$ cat src/rtl/regfile_wr_sched.sv
// Write-port scheduler for the accumulator register file: arbitrates LUT/ALU/set writes and runs
// a one-register-per-cycle clear sequence. Define REGFILE_SCHED_RR_EN for ALU/set round-robin.
module regfile_wr_sched #(
  parameter int unsigned PW = 4,
  parameter int unsigned DW = 8
) (
  input  logic          clk,
  input  logic          reset,
  input  logic          lut_req,
  input  logic [DW-1:0] lut_data,
  output logic          lut_gnt,
  input  logic          alu_req,
  input  logic [DW-1:0] alu_data,
  output logic          alu_gnt,
  input  logic          set_req,
  input  logic [PW-1:0] set_addr,
  output logic          set_gnt,
  input  logic [DW-1:0] acc_data,
  input  logic          clr_req,
  output logic          clr_busy,
  output logic          clr_done,
  output logic          rf_wr_en,
  output logic [PW-1:0] rf_wr_addr,
  output logic [DW-1:0] rf_wr_data
);

  typedef enum logic [1:0] {StIdle, StClear, StDone} state_e;

  state_e        state_q;
  logic [PW-1:0] cnt_q;
`ifdef REGFILE_SCHED_RR_EN
  logic          ptr_q;  // 0: ALU has the turn, 1: set has the turn
`endif

  logic lut_ok, alu_ok, set_ok, r0_pending;
  logic alu_win, set_win;

  // An r0 write still on the port has not reached the file, so acc_data is stale.
  assign r0_pending = rf_wr_en && (rf_wr_addr == '0);
  assign lut_ok     = lut_req && !lut_gnt;
  assign alu_ok     = alu_req && !alu_gnt;
  assign set_ok     = set_req && !set_gnt && !r0_pending;

  always_comb begin
    alu_win = 1'b0;
    set_win = 1'b0;
    if (!lut_ok) begin
`ifdef REGFILE_SCHED_RR_EN
      if (alu_ok && set_ok) begin
        alu_win = !ptr_q;
        set_win = ptr_q;
      end else begin
        alu_win = alu_ok;
        set_win = set_ok;
      end
`else
      alu_win = alu_ok;
      set_win = !alu_ok && set_ok;
`endif
    end
  end

  always_ff @(posedge clk or negedge reset) begin
    if (!reset) begin
      state_q    <= StIdle;
      cnt_q      <= '0;
      lut_gnt    <= 1'b0;
      alu_gnt    <= 1'b0;
      set_gnt    <= 1'b0;
      clr_busy   <= 1'b0;
      clr_done   <= 1'b0;
      rf_wr_en   <= 1'b0;
      rf_wr_addr <= '0;
      rf_wr_data <= '0;
`ifdef REGFILE_SCHED_RR_EN
      ptr_q      <= 1'b0;
`endif
    end else begin
      lut_gnt    <= 1'b0;
      alu_gnt    <= 1'b0;
      set_gnt    <= 1'b0;
      clr_busy   <= 1'b0;
      clr_done   <= 1'b0;
      rf_wr_en   <= 1'b0;
      rf_wr_addr <= '0;
      rf_wr_data <= '0;
      unique case (state_q)
        StIdle: begin
          if (clr_req) begin
            // First clear write goes out immediately; cnt_q is always 0 here.
            state_q    <= StClear;
            clr_busy   <= 1'b1;
            rf_wr_en   <= 1'b1;
            rf_wr_addr <= cnt_q;
            cnt_q      <= cnt_q + 1'b1;
          end else if (lut_ok) begin
            lut_gnt    <= 1'b1;
            rf_wr_en   <= 1'b1;
            rf_wr_data <= lut_data;
          end else if (alu_win) begin
            alu_gnt    <= 1'b1;
            rf_wr_en   <= 1'b1;
            rf_wr_data <= alu_data;
`ifdef REGFILE_SCHED_RR_EN
            ptr_q      <= 1'b1;
`endif
          end else if (set_win) begin
            set_gnt    <= 1'b1;
            rf_wr_en   <= 1'b1;
            rf_wr_addr <= set_addr;
            rf_wr_data <= acc_data;
`ifdef REGFILE_SCHED_RR_EN
            ptr_q      <= 1'b0;
`endif
          end
        end
        StClear: begin
          clr_busy   <= 1'b1;
          rf_wr_en   <= 1'b1;
          rf_wr_addr <= cnt_q;
          cnt_q      <= cnt_q + 1'b1;
          if (cnt_q == '1) state_q <= StDone;
        end
        StDone: begin
          clr_done <= 1'b1;
          state_q  <= StIdle;
        end
        default: state_q <= StIdle;
      endcase
    end
  end

endmodule
$ cat config.mk
export PLATFORM = sky130hd
export DESIGN_NAME = regfile_wr_sched
export DESIGN_NICKNAME = d
export VERILOG_FILES = /design/src/rtl/regfile_wr_sched.sv
export SDC_FILE = /design/constraint.sdc
export NUM_CORES = 1
export LEC_CHECK = 0
export ABC_AREA = 1
export BUFFER_PORTS_ARGS = -buffer_cell sky130_fd_sc_hd__buf_2
export CELL_PAD_IN_SITES_DETAIL_PLACEMENT = 1
export CELL_PAD_IN_SITES_GLOBAL_PLACEMENT = 1
export CORE_UTILIZATION = 34
export DETAILED_ROUTE_END_ITERATION = 10
export PLACE_DENSITY = 0.76
export SYNTH_ARGS = -nofsm -noshare
export SYNTH_HDL_FRONTEND = slang
export SYNTH_SLANG_ARGS = --single-unit
$ cat constraint.sdc
create_clock -name clk -period 1.35 [get_ports clk]
set_clock_uncertainty 0.15 [all_clocks]
set_input_delay 0.135 -clock clk [delete_from_list [all_inputs] [get_ports clk]]
set_output_delay 0.135 -clock clk [all_outputs]
set_load 0.01 [all_outputs]
==> results summary <==
The detailed-placement wirelength estimate is ~2400 µm. The net count of the finished layout came out at 249. CTS built an H-tree with a depth of 1.

The most repeated cell in the gate-level netlist after synthesis is sky130_fd_sc_hd__dfrtp_1. The wire length after detailed routing came out at 3650 µm. The critical path required time is 1450 ps.

The critical path in this run is classified as register to register. The synthesized design spends more area on one cell type than any other, namely sky130_fd_sc_hd__dfrtp_1. The floorplan step defined a die boundary enclosing 3800 µm². The maximum VDD drop is approximately 760 µV.

CTS placed an instance of sky130_fd_sc_hd__clkbuf_4 at the clock tree root. On the final layout, the worst hold slack is around 4 ps. The number of enable flip-flop cells after synthesis came out at 0. The path class of the tightest hold or removal check is primary input to register. The flow ran to the end, and the final reports show no timing, DRC or antenna violations.

The share of final-layout standard cells stronger than drive strength 1 came out at between 40 and 50%. The power density over the cells came out at between 1000 and 1500 nW/µm². The count of buffering cells on the critical path with inverters included came out at 1. The weighted congestion at the end of routability-driven global placement is 0.767.

The critical path startpoint category is a register. The transition time at the pin with the least slew margin came out at 576 ps. In this run, distinct cell masters in the synthesized netlist total 25. The portion of total power attributed to combinational logic came out at between 40% and 50%. The total nets after synthesis is approximately 160. The residual antenna-violating net count after detailed routing came out at 0. From bottom edge to top edge, the die measures approximately 62 µm. For this run, the top clock speed supported by timing is 754 MHz.

The static leakage power is 0.961 nW. Of the total power, the share spent switching nets is a little under two fifths. The worst setup path is captured at a register. The maximum clock insertion buffer count is 2. The fraction of registers with async set or reset after synthesis is between 90% and 100%. Counting instances in the post-synthesis netlist gives the leading cell types as sky130_fd_sc_hd__dfrtp_1, sky130_fd_sc_hd__inv_1, sky130_fd_sc_hd__nand2_1. The final-report max-slew violation count is 0. The layout-stage area growth over the synthesis result is 57.4%. The portion of the clock cycle consumed by the worst path in the final layout is around 98%. Hold repair after CTS inserted 23 buffers. The relative slew slack is between 60% and 70%. The number of filler instances in the final layout is between 400 and 500. Yosys printed 0 warnings. TritonCTS built the clock tree. The peak per-stage delay on the critical path is approximately 400 ps. The core region area came out at ~3400 µm². The first-pass GRT wire length is just over 5000 µm. The first routing iteration left 47 violations. The area share of the largest cell type after synthesis came out at about half.

The number of sinks on the clock net came out at 24. The clock network fraction of design power is between 15 and 20%. Synthesis produced a netlist whose cell count is around 130.

The sum of internal, switching and leakage power is between 0.002 and 0.0025 W. Ranked by total cell area, the synthesized netlist is headed by sky130_fd_sc_hd__dfrtp_1, sky130_fd_sc_hd__nand3_1, sky130_fd_sc_hd__nand3_2, sky130_fd_sc_hd__inv_1, sky130_fd_sc_hd__a21oi_2. Setup repair after global routing could not meet its margin everywhere.

The total overflow reported by the global router is 0. The boundary pin count is 52. The netlist area before placement came out at 1210 µm². The tool flagged a number of max-cap violations equal to 0. The cell with the biggest individual delay on the critical path is sky130_fd_sc_hd__dfrtp_1.

The via count of the first global-routing pass came out at approximately 1200. Dividing the detail-routed via count by the number of cells gives approximately 4.6. The internal power summed over all cells came out at 0.00152 W. The final setup violation count came out at 0. The count of inserted antenna diode cells is 0. The number of CTS-inserted buffers came out at 3. The data arrival time of the critical path is approximately 1400 ps.

The clock transition time at the flip-flop clock pins of the worst setup and hold paths is approximately 140 ps. The final critical path time including I/O delays and setup came out at ~1300 ps. Sequential elements use around half of the synthesized area.

Walking the worst path, the cells encountered are inv_2 -> nand2_4 -> nand2_8 -> nor2_4 -> nand3_2 -> a21oi_2. The largest net degree at the start of global routing came out at 25. The all-layer global routing usage is between 10% and 20%. The initial antenna violation count was 0.

Counting flops and latches in the post-synthesis netlist gives 24. The proportion of power drawn by flip-flops and latches came out at around two fifths. The maximum fanout along the worst path is 6.

The starting density of the core came out at between 30 and 40%. Broken down by cell family, the worst path's largest delay share belongs to simple AND/OR/NAND/NOR gates. The clock insertion delay at the later pin of the skew report is 320 ps. In this run the horizontal extent of the chip is roughly 62 µm. The reported net switching power is approximately 0.0009 W. The final hold violation count was 0. The number of standard-cell rows in the floorplan came out at 21. The number of I/O port buffers is 51.

In the synthesized netlist the dominant register cell turns out to be sky130_fd_sc_hd__dfrtp_1. The number of iterations in the first detailed-routing pass came out at 2. The mean post-synth cell area came out at ~9.5 µm².

The average wire per standard cell came out at around 14 µm. For this block, the via count after detailed routing is about 1200. The residual DRC count came out at 0.
==> final timing paths <==
check / end / slack [ps] / cells after the start / startpoint
worst min register to register: clr_done / 400 / 2 / state_q[0]
worst max register to register: rf_wr_data[4] / 20 / 6 / lut_gnt
min in group asynchronous: rf_wr_data[1] / 170 / 2 / reset
max in group asynchronous: rf_wr_data[3] / 480 / 2 / reset
worst min-delay path: lut_gnt / 4 / 3 / lut_req
worst max-delay path: rf_wr_data[4] / 20 / 6 / lut_gnt
==> cells in the final DEF, fill, tap and decap left out, drive strengths merged <==
master,netlist,routed
ha,1,1
dlygate4sd3,0,23
nor2,10,11
nand2,18,18
o21ai,13,13
nand4,4,4
clkinv,1,1
xor2,3,3
a21oi,9,9
nor3b,1,1
inv,19,19
nor3,2,2
buf,5,62
clkbuf,0,4
dfrtp,24,24
nand3,18,18
==> registers in the layout, summed over array words and instances (netlist names), 2 cells and up <==
| register | cells |
|---|---|
| state_q | 2 |
| rf_wr_data | 8 |
| cnt_q | 4 |
| rf_wr_addr | 4 |
==> repair_timing <==
action                                 CTS  global route
resized for setup                        0            14
buffers inserted                         0             4
endpoints found under the hold margin   37             1
setup endpoints to repair                0            14
==> cells by family after synthesis <==
family          count (synthesis)  share of synthesized area (%)
compound gates                 22                           11.0
xor+xnor                        3                           2.17
fa+ha+maj                       1                           1.03
buf+inv                        25                           9.82
flops                          24                           49.6
simple gates                   53                           26.4
==> per-stage QoR <==
stage	utilization [%]	worst slack [ps]	instance area, µm²	TNS (ps)	std cells
after floorplan	-	98.7	1210	0	128
after global placement	45.9	140	1540	0	227
after detailed placement	45.9	55.7	1540	0	227
after CTS	53.8	28.8	1810	0	254
after global routing	56.6	-35.8	1900	-207	259
final	56.6	23.3	1900	0	259
==> worst min-delay path: stages <==
cell                      delay (ps)
sky130_fd_sc_hd__buf_2           120
sky130_fd_sc_hd__nand2_4         120
sky130_fd_sc_hd__nor2_1           70
==> power by group through the flow <==
stage | Clock [W] | Combinational (W) | Sequential (W)
global route | 0.000416 | 0.00116 | 0.00103
global placement | 0 | 0.000861 | 0.00102
detailed placement | 0 | 0.000905 | 0.00102
floorplan | 0 | 0.000499 | 0.00106
CTS | 0.000396 | 0.000961 | 0.00101
finish | 0.000382 | 0.00104 | 0.00101
==> layout make-up <==
type,count,area [µm²],area share (%)
multi-input cells,80,547,28.7
well taps,46,57.6,3.02
repair buffers,85,588,30.9
clock buffers,4,36.3,1.91
flip-flops and latches,24,601,31.5
inverters,20,75.1,3.94
==> layer usage <==
layer	up-vias	wire (µm)	track usage, %	share of wire (%)
li1	584	-	-	-
met1	561	1580	22.7	43
met2	38	1870	34.7	51
met3	4	178	2.52	4.9
met4	0	34	6.35	0.93
met5	-	0	0	0
Note: power is estimated with default switching activity, not from simulation.
